## config.mk

```make
export PLATFORM = sky130hd
export DESIGN_NAME = tx_module
export DESIGN_NICKNAME = d
export VERILOG_FILES = /design/src/rtl/tx_module.sv
export SDC_FILE = /design/constraint.sdc
export NUM_CORES = 1
export LEC_CHECK = 0
export ABC_CLOCK_PERIOD_IN_PS = 2700
export CAP_MARGIN = 20
export CORE_MARGIN = 10
export CORE_UTILIZATION = 55
export DETAILED_ROUTE_END_ITERATION = 10
export GPL_TIMING_DRIVEN = 1
export PLACE_DENSITY = 0.88
export SYNTH_ARGS = -nofsm -noshare
export SYNTH_HDL_FRONTEND = slang
export SYNTH_SLANG_ARGS = --single-unit
```

## constraint.sdc

```tcl
create_clock -name CLK -period 2.7 [get_ports CLK]
set_input_delay 0.54 -clock CLK [delete_from_list [all_inputs] [get_ports CLK]]
set_output_delay 0.54 -clock CLK [all_outputs]
set_load 0.02 [all_outputs]
```

## src/rtl/tx_module.sv

```systemverilog
// tx_module: 8N1 UART transmitter.
// One byte is accepted per request while idle and shifted onto the line LSB first.
// Bit timing comes from a divider of BAUD_DIV clock cycles per bit.
// The line output, busy flag and done pulse are all driven directly by flip-flops.
module tx_module #(
    parameter int BAUD_DIV = 434
) (
    input  logic       CLK,
    input  logic       RST_n,
    input  logic       Tx_En_Sig,
    input  logic [7:0] Tx_Data,
    output logic       Tx_Pin_Out,
    output logic       Tx_Busy,
    output logic       Tx_Done_Sig
);

    // The baud counter must hold values 0..BAUD_DIV-1.
    localparam int CNT_W = (BAUD_DIV > 1) ? $clog2(BAUD_DIV) : 1;
    localparam logic [CNT_W-1:0] BAUD_LAST = CNT_W'(BAUD_DIV - 1);
    localparam logic [CNT_W-1:0] CNT_ONE   = CNT_W'(1);

    typedef enum logic [1:0] {
        IDLE  = 2'd0,
        START = 2'd1,
        DATA  = 2'd2,
        STOP  = 2'd3
    } state_t;

    state_t           state,     state_nxt;
    logic [CNT_W-1:0] baud_cnt,  baud_cnt_nxt;
    logic [2:0]       bit_idx,   bit_idx_nxt;
    logic [7:0]       shift_reg, shift_nxt;
    logic             pin_nxt;
    logic             busy_nxt;
    logic             done_nxt;
    logic             baud_wrap;

    // Every wrap of the baud counter ends the bit currently on the line.
    assign baud_wrap = (baud_cnt == BAUD_LAST);

    // Register the state, the counters, the latched byte and all three outputs.
    always_ff @(posedge CLK or negedge RST_n) begin
        if (!RST_n) begin
            state       <= IDLE;
            baud_cnt    <= '0;
            bit_idx     <= '0;
            // NOTE: the byte register is cleared too, so nothing from an
            // abandoned frame can leak into later behaviour.
            shift_reg   <= '0;
            Tx_Pin_Out  <= 1'b1;
            Tx_Busy     <= 1'b0;
            Tx_Done_Sig <= 1'b0;
        end else begin
            // NOTE: non-blocking assignments here, so every register samples
            // the values from before this edge regardless of statement order.
            state       <= state_nxt;
            baud_cnt    <= baud_cnt_nxt;
            bit_idx     <= bit_idx_nxt;
            shift_reg   <= shift_nxt;
            Tx_Pin_Out  <= pin_nxt;
            Tx_Busy     <= busy_nxt;
            Tx_Done_Sig <= done_nxt;
        end
    end

    // Compute the next state, the next counter values and the next output levels.
    always_comb begin
        // NOTE: every signal gets a default before the case statement,
        // so no path through it can leave a value unassigned and infer a latch.
        state_nxt    = state;
        baud_cnt_nxt = baud_cnt;
        bit_idx_nxt  = bit_idx;
        shift_nxt    = shift_reg;
        pin_nxt      = Tx_Pin_Out;
        busy_nxt     = Tx_Busy;
        done_nxt     = 1'b0;

        // The baud counter free-runs in every non-idle state and wraps at BAUD_DIV-1.
        if (state != IDLE) begin
            baud_cnt_nxt = baud_wrap ? '0 : (baud_cnt + CNT_ONE);
        end

        case (state)
            IDLE: begin
                baud_cnt_nxt = '0;
                bit_idx_nxt  = '0;
                pin_nxt      = 1'b1;
                busy_nxt     = 1'b0;
                if (Tx_En_Sig) begin
                    // The start bit goes out on the accepting edge itself.
                    shift_nxt = Tx_Data;
                    state_nxt = START;
                    pin_nxt   = 1'b0;
                    busy_nxt  = 1'b1;
                end
            end

            START: begin
                if (baud_wrap) begin
                    state_nxt   = DATA;
                    bit_idx_nxt = 3'd0;
                    pin_nxt     = shift_reg[0];
                end
            end

            DATA: begin
                if (baud_wrap) begin
                    if (bit_idx == 3'd7) begin
                        state_nxt = STOP;
                        pin_nxt   = 1'b1;
                    end else begin
                        bit_idx_nxt = bit_idx + 3'd1;
                        pin_nxt     = shift_reg[bit_idx + 3'd1];
                    end
                end
            end

            STOP: begin
                if (baud_wrap) begin
                    // The line stays high; an immediate new request extends this stop bit by one cycle.
                    state_nxt = IDLE;
                    pin_nxt   = 1'b1;
                    busy_nxt  = 1'b0;
                    done_nxt  = 1'b1;
                end
            end

            default: begin
                state_nxt = IDLE;
            end
        endcase
    end

endmodule

```

Word-level counts from Yosys, hierarchy flattened --
Index checks and enable logic that the tools add are counted.
Storage, ports and cells: register bits after elaboration 25, bits in latches 0, memory bits (writable) 0, memory bits (read-only) 0, output and inout port bits 3, memories kept 0
Operators by class: $add $sub $neg 2, $mul 0, divide/modulo/power cells 0, order comparisons 1, eq/ne operators 11, shift operators 0, mux-type cells 26, bitwise logic cells 0, reductions and logical operators 10
Operators with widths (number):
- $mux 9 | 3
- $ne 2x2->1 const B | 6
- $mux 1 | 10
- $mux 2 | 5
- $add 9x1->9 const B | 1
- $eq 9x9->1 const B | 1
- $mux 3 | 3
- $pmux 3 s3 | 1
- $pmux 2 s4 | 1
- $reduce_bool 2->1 | 3
- $reduce_and 5->1 | 1
- $eq 2x2->1 const B | 2
- $lt 3x4->1 const B | 1
- $pmux 1 s4 | 1
- $reduce_and 2->1 | 2
- $reduce_and 4->1 | 1
- $add 3x1->3 const B | 1
- $bmux 1 s3 | 1
- $eq 3x3->1 const B | 1
- $reduce_and 3->1 | 1
- $reduce_bool 3->1 | 1
- $eq 2x1->1 const B | 1
- $logic_not 2->1 | 1
- $pmux 1 s2 | 1

Logic depth before layout (Yosys ltp) --
depth after elaboration 6, mapped depth 7, depth with buffers taken out 6

Worst setup path before layout --
OpenSTA, ideal clock, no wires.
path type reg-to-reg, start point register bit_idx[0], end point register Tx_Pin_Out, arrival 1807 ps, data required time 2618 ps, setup slack 811 ps, cell stages (with the launch flop) 7, clock period less this slack 1889 ps, cells stage by stage dfrtp_1 -> ha_1 -> ha_1 -> mux2_2 -> nor3b_1 -> o41ai_1 -> mux2_2
Between the ends: word-level cells in the longest chain between the ends 6, elaborated cells between the ends (all ways) 7, those cells by class 1 x add/sub; 1 x eq/ne; 5 x mux
RTL lines:
- start, declared | RTL line 31 | logic [2:0] bit_idx, bit_idx_nxt;
- start signal, assigned | RTL line 58 | bit_idx <= bit_idx_nxt;
- $add 3x1->3 | RTL line 113 | pin_nxt = shift_reg[bit_idx + 3'd1];
- $bmux 1 s3 | RTL line 113
- $mux 1 (not written as such) | RTL line 113
- $mux 1 (*) | RTL line 108 | if (bit_idx == 3'd7) begin
- $mux 1 (*) | RTL line 107 | if (baud_wrap) begin
- $pmux 1 s4 (*) | RTL line 83 | case (state)
- end signal, assigned | RTL line 60 | Tx_Pin_Out <= pin_nxt;
- end, declared | RTL line 12 | output logic Tx_Pin_Out,
Mark *: on every way between the ends. The rest lies on a longest branch, timed or not. The select of a mux whose other input is x is not followed. A chain may end at the register's enable or synchronous reset.

Final worst setup path --
Ends and elaborated chain as after synthesis.

==> results.py <==
metrics = {
    "synthesis": {
        "post_synth.cell_area_avg_sq_um": 12.0,
        "synth-seq-cells": 25,
        "synth_cells": 108,
        "synth_flop_cell": "dfrtp_1",
        "netlist_area_sq_mm": 0.00130,
        "yosys_warnings": 0,
        "synth_top_area_share_pct": 46.2,
        "yosys-top-cells-area": "dfrtp_1, mux2_2, ha_1",
        "synth_edf_count": 0,
        "async_flop_share_pct": 100,
        "synth_fp_nets": 127,
        "yosysTopAreaCell": "dfrtp_1",
        "ys_types": 32,
        "ys_seq_area_share_pct": 48.3,
    },
    "clock_tree": {
        "cts_buffer_depth": 2,
        "hold_buffers": 0,
        "clock_latency_ns": 0.32,
        "cts_inserted_buffers": 3,
        "post_cts_buffers": 0,
        "root_buffer": "clkbuf_4",
        "path_clk_slew_ns": 0.13,
        "htreeDepth": 1,
        "ctsResizeCount": 0,
        "tritoncts": "built",
        "cts_sinks": 25,
    },
    "timing": {
        "fin_crit_sh_pct": 77.1,
        "finalClockSkew_ns": 0.00668,
        "fmax_mhz": 481,
        "hold_viol": 0,
        "period_minus_slack_ns": 2.08,
        "setup_tns_ns": 0,
        "relSlewSlack_pct": 53.3,
        "rsz0062_at_grt": "no",
        "worst_pin_slew_ns": 0.698,
        "setup_viol_count_final": 0,
        "slew_violations": 0,
    },
    "routing": {
        "routed_via_density": 5.70,
        "dr_wl_met3_um": 144,
        "dr.max_layer_used": "met4",
        "postRouteAntennaNets": 0,
        "drt_iter0_markers": 12,
        "wl_per_cell_um": 16.0,
        "via_count": 860,
        "routed_wl_mm": 2.42,
        "first_pass_iters": 4,
        "drt-met1-wl_mm": 1.09,
        "drc": 0,
        "wl_met2_mm": 1.13,
    },
    "floorplanning": {
        "fp-row-count": 17,
        "core_sq_mm": 0.00223,
        "die_area_sq_mm": 0.00471,
        "die_h_um": 68.6,
        "io_pins": 14,
        "die_x_um": 68.6,
        "start_util_pct": 58.2,
    },
    "placement": {
        "place_congestion": 0.797,
        "numPortBuffers": 13,
        "place_inst": 147,
        "dpl.hpwl_mm": 1.91,
        "placed_area_sq_mm": 0.00146,
    },
    "pwr": {
        "pwr-share-seq_pct": 44.5,
        "p_leak_nw": 0.664,
        "p_int_mw": 0.872,
        "p_switching_mw": 0.493,
        "peakVddDrop_v": 0.000571,
        "clockPowerShare_pct": 12.0,
        "power.density_mw_per_mm2": 920,
        "p_comb_share_pct": 43.5,
        "switching_share_pct": 36.1,
    },
    "worst_setup_path": {
        "crit_required_ns": 2.97,
        "critPathKind": "flip-flop to flip-flop",
        "startpoint_type": "flip-flop",
        "cp_max_fo": 6,
        "crit_path_end_kind": "flip-flop",
        "critPathArrivalTime_ns": 2.35,
    },
    "grt": {
        "grt_pass1_vias": 901,
        "grt_first_pass_wirelength_mm": 4.12,
        "grt_max_degree": 17,
        "antenna_found_initial": 0,
        "track_usage_pct": 11.7,
        "grt-ovfl-total": 0,
    },
    "final_layout": {
        "layout_common_cells": "dfrtp_1, nor2_1, clkdlybuf4s50_1, mux2_2, ha_1",
        "antenna_cells": 0,
        "fin_nets": 143,
        "final-instance-count-excl-fill": 151,
        "final_util_pct": 66.4,
        "area_growth_pct": 14.3,
        "mostFrequentLayoutCell": "dfrtp_1",
        "stdcell_area_sq_mm": 0.00148,
        "drive_gt1_share_pct": 18.7,
        "largest_reg_flops": 9,
    },
    "run": {
        "cap_violations": 0,
    },
    "worst_hold_path": {
        "hold_path.class": "flip-flop to flip-flop",
    },
    "status": {
        "status": "completed",
    },
}
## power by group through the flow
stage	Sequential (mW)	Combinational (mW)	Clock [mW]
6_report	0.607	0.594	0.164
5_1_grt	0.621	0.651	0.191
4_1_cts	0.606	0.602	0.174
3_5_place_dp	0.614	0.599	0
3_3_place_gp	0.604	0.566	0
2_1_floorplan	0.601	0.447	0
## cell type report
| type | instances | area [sq um] |
|---|---|---|
| flip-flops and latches | 25 | 627 |
| inverters | 6 | 22.5 |
| clock inverters | 1 | 5.00 |
| repair buffers | 14 | 138 |
| clock buffers | 3 | 22.5 |
| fillers | 190 | 749 |
| multi-input cells | 74 | 634 |
| well taps | 28 | 35.0 |
## final timing paths
| path | slack [ns] | endpoint | depth (start not counted) | start |
|---|---|---|---|---|
| max | 0.62 | Tx_Pin_Out | 6 | bit_idx[0] |
| min | 0.52 | shift_reg[5] | 1 | shift_reg[5] |
| max reg2reg | 0.62 | Tx_Pin_Out | 6 | bit_idx[0] |
| min reg2reg | 0.52 | shift_reg[5] | 1 | shift_reg[5] |
| max in group asynchronous | 1.47 | baud_cnt[6] | 2 | RST_n |
| min in group asynchronous | 0.62 | shift_reg[0] | 1 | RST_n |
## stage by stage
step           total power, mW  setup WS (ns)  hold WS [ns]
2_1_floorplan             1.05          0.811         0.244
3_3_place_gp              1.17          0.761         0.493
3_5_place_dp              1.21          0.626         0.494
4_1_cts                   1.38          0.611         0.522
5_1_grt                   1.46          0.500         0.543
6_report                  1.36          0.619         0.521
## Yosys cell counts (3+ instances only)
cell     instances
a22o_1           4
nand2_1          4
inv_1            6
nand3_1          3
dfrtp_1         24
ha_1             8
buf_2            3
xnor2_1          5
mux2_2          10
nor2_1          13
xor2_1           3
## worst max-delay path, stage by stage (launching register included)
cell,delay [ns]
dfrtp_1,0.47
ha_1,0.23
ha_1,0.36
mux2_2,0.35
nor3b_1,0.23
o41ai_1,0.11
mux2_2,0.27
## logic make-up after synthesis
| kind of cell | synth area share, % |
|---|---|
| simple gates | 12.2 |
| mux | 14.8 |
| flops | 48.3 |
| compound gates | 8.67 |
| fa+ha+maj | 7.71 |
| buf+inv | 2.89 |
| xor+xnor | 5.40 |
## per-layer routing
metal  global-route usage (%)  up-vias
met5                        0        -
met4                     7.54        0
met3                     4.19        5
met2                     18.3       22
met1                     13.4      418
li1                         -      415
No activity file was read; power rests on OpenSTA's default activity.
